$ cat src/rtl/dmem_arb_pkg.sv
// dmem_arb_pkg: shared constants for the data-memory arbiter
//   DMEM_AW / DMEM_DW : default RAM word-address and data widths
//   PORT_CPU / PORT_DBG : port indices used for grant bookkeeping
package dmem_arb_pkg;
    localparam int   DMEM_AW  = 6;
    localparam int   DMEM_DW  = 32;
    localparam logic PORT_CPU = 1'b0;
    localparam logic PORT_DBG = 1'b1;
endpackage

$ cat src/rtl/rr_arb2.sv
// rr_arb2: 2-way round-robin picker producing a one-hot grant
//   req[1:0] : request per port
//   last     : port granted most recently; loses a tie
//   gnt[1:0] : one-hot grant, all-zero when nothing requests
module rr_arb2
    import dmem_arb_pkg::*;
(
    input  logic [1:0] req,
    input  logic       last,
    output logic [1:0] gnt
);
    assign gnt = (req == 2'b11) ? ((last == PORT_DBG) ? 2'b01 : 2'b10) : req;
endmodule

$ cat src/rtl/dmem_arbiter.sv
// dmem_arbiter: round-robin arbiter of CPU (port 0) and debug (port 1) onto the single-port data RAM
//   clk, rst                     : clock, synchronous active-high reset
//   mX_req/we/addr/wdata         : master request, held until an edge with mX_gnt
//   mX_gnt                       : combinational grant
//   mX_rvalid/rdata              : registered read return, one cycle after the read grant
//   ram_addr/we/wdata, ram_rdata : RAM drive (async read, sync write)
//   perf_gnt0/gnt1/conflict      : saturating counters, present only with DMEM_ARB_PERF_EN
module dmem_arbiter
    import dmem_arb_pkg::*;
#(
    parameter int AW = DMEM_AW,
    parameter int DW = DMEM_DW
`ifdef DMEM_ARB_PERF_EN
    ,
    parameter int CNT_W = 16
`endif
) (
    input  logic          clk,
    input  logic          rst,
    input  logic          m0_req,
    input  logic          m0_we,
    input  logic [AW-1:0] m0_addr,
    input  logic [DW-1:0] m0_wdata,
    output logic          m0_gnt,
    output logic          m0_rvalid,
    output logic [DW-1:0] m0_rdata,
    input  logic          m1_req,
    input  logic          m1_we,
    input  logic [AW-1:0] m1_addr,
    input  logic [DW-1:0] m1_wdata,
    output logic          m1_gnt,
    output logic          m1_rvalid,
    output logic [DW-1:0] m1_rdata,
    output logic [AW-1:0] ram_addr,
    output logic          ram_we,
    output logic [DW-1:0] ram_wdata,
    input  logic [DW-1:0] ram_rdata
`ifdef DMEM_ARB_PERF_EN
    ,
    output logic [CNT_W-1:0] perf_gnt0,
    output logic [CNT_W-1:0] perf_gnt1,
    output logic [CNT_W-1:0] perf_conflict
`endif
);
    logic       last_gnt;
    logic [1:0] req;
    logic [1:0] gnt;

    // requests are masked during reset so no grant (and no RAM write) can occur
    assign req = rst ? 2'b00 : {m1_req, m0_req};

    rr_arb2 u_rr (
        .req  (req),
        .last (last_gnt),
        .gnt  (gnt)
    );

    assign m0_gnt    = gnt[0];
    assign m1_gnt    = gnt[1];
    assign ram_addr  = gnt[0] ? m0_addr  : gnt[1] ? m1_addr  : '0;
    assign ram_wdata = gnt[0] ? m0_wdata : gnt[1] ? m1_wdata : '0;
    assign ram_we    = (gnt[0] & m0_we) | (gnt[1] & m1_we);

    always_ff @(posedge clk) begin
        if (rst) begin
            last_gnt  <= PORT_DBG;
            m0_rvalid <= 1'b0;
            m1_rvalid <= 1'b0;
            m0_rdata  <= '0;
            m1_rdata  <= '0;
        end else begin
            if (|gnt) last_gnt <= gnt[1];
            m0_rvalid <= gnt[0] & ~m0_we;
            m1_rvalid <= gnt[1] & ~m1_we;
            if (gnt[0] & ~m0_we) m0_rdata <= ram_rdata;
            if (gnt[1] & ~m1_we) m1_rdata <= ram_rdata;
        end
    end

`ifdef DMEM_ARB_PERF_EN
    always_ff @(posedge clk) begin
        if (rst) begin
            perf_gnt0     <= '0;
            perf_gnt1     <= '0;
            perf_conflict <= '0;
        end else begin
            if (gnt[0] && perf_gnt0 != '1) perf_gnt0 <= perf_gnt0 + CNT_W'(1);
            if (gnt[1] && perf_gnt1 != '1) perf_gnt1 <= perf_gnt1 + CNT_W'(1);
            if (m0_req && m1_req && perf_conflict != '1) perf_conflict <= perf_conflict + CNT_W'(1);
        end
    end
`endif
endmodule

$ cat config.mk
export PLATFORM = sky130hd
export DESIGN_NAME = dmem_arbiter
export DESIGN_NICKNAME = d
export VERILOG_FILES = /design/src/rtl/dmem_arb_pkg.sv /design/src/rtl/rr_arb2.sv /design/src/rtl/dmem_arbiter.sv
export SDC_FILE = /design/constraint.sdc
export NUM_CORES = 1
export LEC_CHECK = 0
export BUFFER_PORTS_ARGS = -buffer_cell sky130_fd_sc_hd__buf_2
export CAP_MARGIN = 20
export CORE_ASPECT_RATIO = 0.7
export CORE_MARGIN = 2
export CORE_UTILIZATION = 45
export CTS_CLUSTER_SIZE = 25
export DETAILED_ROUTE_END_ITERATION = 12
export HOLD_SLACK_MARGIN = 0.08
export PLACE_DENSITY = 0.87
export SLEW_MARGIN = 20
export SYNTH_ARGS = -nofsm -noshare
export SYNTH_HDL_FRONTEND = slang
export SYNTH_HIERARCHICAL = 1
export SYNTH_SLANG_ARGS = --single-unit
$ cat constraint.sdc
create_clock -name clk -period 3.89 [get_ports clk]
set_input_delay 0.389 -clock clk [delete_from_list [all_inputs] [get_ports clk]]
set_output_delay 0.389 -clock clk [all_outputs]
set_load 0.02 [all_outputs]
-- Word-level counts from Yosys, hierarchy flattened
Index checks and enable logic that the tools add are counted.
- flip-flop bits (word level): 67
- bits of input ports: 114
- output and inout port bits: 107
- word-level logic and storage cells: 21
- eq/ne operators: 1
- muxes and demuxes: 7
- bitwise operators: 7
- reduce and logical (&&, ||, !) cells: 1
- operators by type and width (operator ; count):
    two-way mux 32 bit ; 2
    two-way mux 6 bit ; 2
    two-way mux 2 bit ; 3
    bitwise AND 1 bit ; 4
    equality test 2 bit, second input constant ; 1
    inverter 1 bit ; 2
    OR reduction 2 bit ; 1
    bitwise OR 1 bit ; 1

-- Depth between registers and ports, before layout
- word-level depth: 5
- mapped depth: 8
- gate-level depth less buffers: 4

-- By module
The synthesis kept the hierarchy.
- by module, submodules not included (module ; times used ; cells an instance ; area each (µm²) ; sequential area each (µm²)):
    dmem_arbiter ; 1 ; 310 ; 3184.3 ; 1341.3
    rr_arb2 ; 1 ; 3 ; 18.8 ; 0.0

-- Worst setup path after synthesis
Ideal clock, no wire load.
- path type: input -> output
- from: in rst
- to: out ram_addr[4]
- arrival: 2.278 ns
- data required time: 3.501 ns
- setup slack: 1.223 ns
- cell stages on the path: 7
- buffers on the path: 3
- cells stage by stage: clkbuf_1 -> nor2b_1 -> a21boi_0 -> nor2b_1 -> buf_4 -> buf_6 -> a22o_1
- cells in the longest elaborated chain, start to end: 5
- ends and longest elaborated chain (item ; line ; RTL):
    start: declaration ; dmem_arbiter.sv:19 ; input logic rst,
    two-way mux 2 bit * ; dmem_arbiter.sv:50 ; assign req = rst ? 2'b00 : {m1_req, m0_req};
    via req[1] ; dmem_arbiter.sv:46 ; logic [1:0] req;
    equality test 2 bit ; rr_arb2.sv:12 ; assign gnt = (req == 2'b11) ? ((last == PORT_DBG) ? 2'b01 : 2'b10) : req;
    two-way mux 2 bit * ; rr_arb2.sv:12 ;
    via m1_gnt ; dmem_arbiter.sv:31 ; output logic m1_gnt,
    two-way mux 6 bit * (2 in series) ; dmem_arbiter.sv:60 ; assign ram_addr = gnt[0] ? m0_addr : gnt[1] ? m1_addr : '0;
    end: declaration ; dmem_arbiter.sv:34 ; output logic [AW-1:0] ram_addr,
The timed path passes the listed nets; every way through them passes the cells marked *.

-- Worst setup path after layout
- from: in rst
- to: out ram_wdata[19]
- cells in the longest elaborated chain, start to end: 5
- ends and longest elaborated chain (item ; line ; RTL):
    two-way mux 2 bit * ; dmem_arbiter.sv:50 ;
    via req[1] ; dmem_arbiter.sv:46 ;
    equality test 2 bit ; rr_arb2.sv:12 ;
    two-way mux 2 bit * ; rr_arb2.sv:12 ;
    two-way mux 32 bit ; dmem_arbiter.sv:61 ; assign ram_wdata = gnt[0] ? m0_wdata : gnt[1] ? m1_wdata : '0;
    two-way mux 32 bit * ; dmem_arbiter.sv:61 ;
    end: declaration ; dmem_arbiter.sv:36 ; output logic [DW-1:0] ram_wdata,
Marked as above.

==> reports/qor.tcl <==
set qor(instances_no_fill) 623
set qor(grt_remaining_overflow) 0
set qor(timing.critical_path.arrival_ps) 2650
set qor(final_layout_size_suffix_gt1_share_pct) 46.3
set qor(number_of_iterations_in_the_first_detailed_routing_pass) 4
set qor(timing.slew.headroom_pct) 43.2
set qor(post_cts_resized) 0
set qor(initial_utilization_pct) 47.0
set qor(postSynthCellCount) 313
set qor(whs_ps) 329
set qor(place.detailed.instances) 605
set qor(areaGrowthSynthToFinish_pct) 40.7
set qor(p_total_w) 0.00162
set qor(setup-tns-final_ps) 0
set qor(port_buffers) 220
set qor(drt-initial-drc-count) 210
set qor(synth_edf_count) 0
set qor(worstSetupPathType) {in2out}
set qor(timing.critical_path.max_delay_family) {buffers and inverters}
set qor(clock-root-buffer) {clkbuf_8}
set qor(layout.cells.most_common) {buf_2}
set qor(skew_final_ps) 9.94
set qor(cts_post_setup_buffers_inserted) 0
set qor(layout.nets) 636
set qor(clock_tree.buffer_depth) 2
set qor(static_leakage_nw) 2.42
set qor(synth_top_area_share_pct) 41.9
set qor(critical_path.cell_chain) {buf_2 -> nor2b_1 -> a21boi_0 -> buf_4 -> nor2b_2 -> buf_4 -> a22o_1 -> buf_2}
set qor(final_max_slew_viol_count) 0
set qor(hold_removal_path_class) {in2reg}
set qor(cts_htree_levels) 3
set qor(setup_repair_after_global_routing_missed_its_margin) {no}
set qor(grt_pass1_wl_um) 15200
set qor(final.min_clock_period_ps) 3040
set qor(finalWirelength_um) 10600
set qor(cts_tree) {built}
set qor(max_clock_freq_ghz) 0.329
set qor(post_detailed_route_via_to_cell_ratio) 4.95
set qor(ios) 221
set qor(layout_common_cells) {220 x buf_2, 98 x nand2b_1, 67 x dfxtp_1}
set qor(post_synth_main_area_contributors) {dfxtp_1 42%, mux2i_1 20%, nand2b_1 19%}
set qor(core_area_mm2) 0.00682
set qor(seqCellArea_mm2) 0.00134
set qor(synth_area_per_cell_um2) 10.2
set qor(crit_buf_inv) 4
set qor(worst_slew_pin_slew_ps) 853
set qor(total_number_of_vias) 3081
set qor(syn-cell-area_mm2) 0.00320
set qor(insertion_delay_ps) 340
set qor(cp_slowest_stage_delay_ps) 620
set qor(die_height_um) 74.6
set qor(fillCellCount) 577
set qor(cts_sinks) 67
set qor(fp.dieArea_mm2) 0.00782
set qor(outcome) {finished clean}
set qor(grt_pass1_vias) 2881
set qor(die_x_extent_um) 105
set qor(timing.final.crit_share_pct) 78.2
set qor(synth.lib_cells_used.distinct) 17
set qor(antenna_violating_nets_post_route) 0
set qor(setup-violations-final) 0
set qor(post-synth-top-area-cell) {dfxtp_1}
set qor(post_cts_clock_slew_at_the_launch_and_capture_registers_of_the_worst_setup_and_hold_paths_ps) 80
set qor(drv_cap) 0
set qor(async_reset_ff_share_pct) 0
set qor(detailedPlacementHpwl_um) 8160
set qor(synth_seq_area_share_pct) 41.9
set qor(post_drt_wl_per_cell_um) 17.0
set qor(multi_input_comb_area_mm2) 0.00169
set qor(globalplace.congestion) 0.857
set qor(worst_ir_drop_vdd_mv) 0.239
set qor(finalHoldViolations) 0
set qor(holdBufCountCts) 0
set qor(crit_path_top_delay_cell) {nor2b_2}
set qor(yosys_most_used_dff) {dfxtp_1}
set qor(critical_path.startpoint_type) {primary input}
set qor(yosysWarningCount) 6
set qor(worst_path_maximum_fanout) 37
set qor(grt_util_all_layers_pct) 25.5
set qor(grt_antenna_before_repair) 1
set qor(powerDensity_mw_per_mm2) 359
set qor(post-route-drc-count) 0
set qor(critical_path.endpoint_type) {primary output}
set qor(cts_made_buffers) 9
set qor(synthesis.nets) 427
set qor(ff_latch_count_synth) 67
set qor(pin_count_of_the_biggest_net_entering_global_routing) 66
set qor(num_rows) 25
set qor(critical_path_required_ps) 3500
final timing paths:
check,startpoint,end,slack [ps],cells after the start
setup / recovery,rst,ram_wdata[19],850,8
setup reg to reg,last_gnt,m0_rdata[1],1790,5
hold reg to reg,m0_rdata[7],m0_rdata[7],470,2
hold / removal,ram_rdata[0],m1_rdata[0],330,3
cells in the mapped netlist, types with 2 or more instances:
cell and count:
inv_1 2, nand2b_1 98, buf_4 2, dfxtp_1 67
buf_6 7, nor2b_1 4, buf_2 4, clkbuf_1 14
o21ai_1 3, nand2_1 4, nor2_1 3, mux2i_1 64
a22o_1 37
flip-flops by register name (all words and copies together), names as in the netlist:
| name | cells |
|---|---|
| m1_rvalid | 1 |
| m1_rdata | 32 |
| m0_rdata | 32 |
| m0_rvalid | 1 |
| last_gnt | 1 |
routing by layer:
layer	track usage, %	vias up	part of all wire [%]
met1	30.5	1436	41
met4	7.41	0	1.8
met5	0	-	0
met3	11.2	16	9.2
met2	42.5	137	48
li1	-	1492	-
where the power goes:
| part | internal (W) | switching [W] | leakage, nW |
|---|---|---|---|
| clock network | 0.000316 | 0.000266 | 0.0999 |
| logic | 0.000138 | 0.000175 | 1.77 |
| registers | 0.000709 | 0.0000119 | 0.544 |
| total | 0.00116 | 0.000453 | 2.42 |
worst min-delay path, delay by kind of cell:
family        cells  cell delay [ps]
buf+inv           1              100
mux               1               60
simple gates      1               70
layout make-up:
| type | count | share of cell area (%) |
|---|---|---|
| diodes | 2 | 0.111 |
| clock buffers | 11 | 3.14 |
| clock inverters | 5 | 1.33 |
| inverters | 2 | 0.167 |
| multi-input cells | 216 | 37.4 |
| flip-flops and latches | 67 | 29.8 |
| well taps | 94 | 2.61 |
| repair buffers | 226 | 25.4 |
logic make-up (layout without fill, tap and decap cells):
family | Yosys count | count (layout) | share of synthesized area (%)
AND/OR/NAND/NOR | 110 | 110 | 21.2
flip-flops | 67 | 67 | 41.9
multiplexers | 64 | 64 | 20.0
AO/OA/AOI/OAI | 42 | 42 | 11.1
buffers and inverters | 30 | 244 | 5.90
other | 0 | 2 | 0
through the flow:
| step | util (%) | area (um^2) | setup WS, ps |
|---|---|---|---|
| after detailed placement | 63.0 | 4300 | 871 |
| final | 66.1 | 4510 | 847 |
| after floorplan | - | 3200 | 1220 |
| after global placement | 63.0 | 4300 | 1070 |
| after global routing | 66.0 | 4500 | 655 |
| after CTS | 66.0 | 4500 | 865 |
No activity file was read; power rests on OpenSTA's default activity.
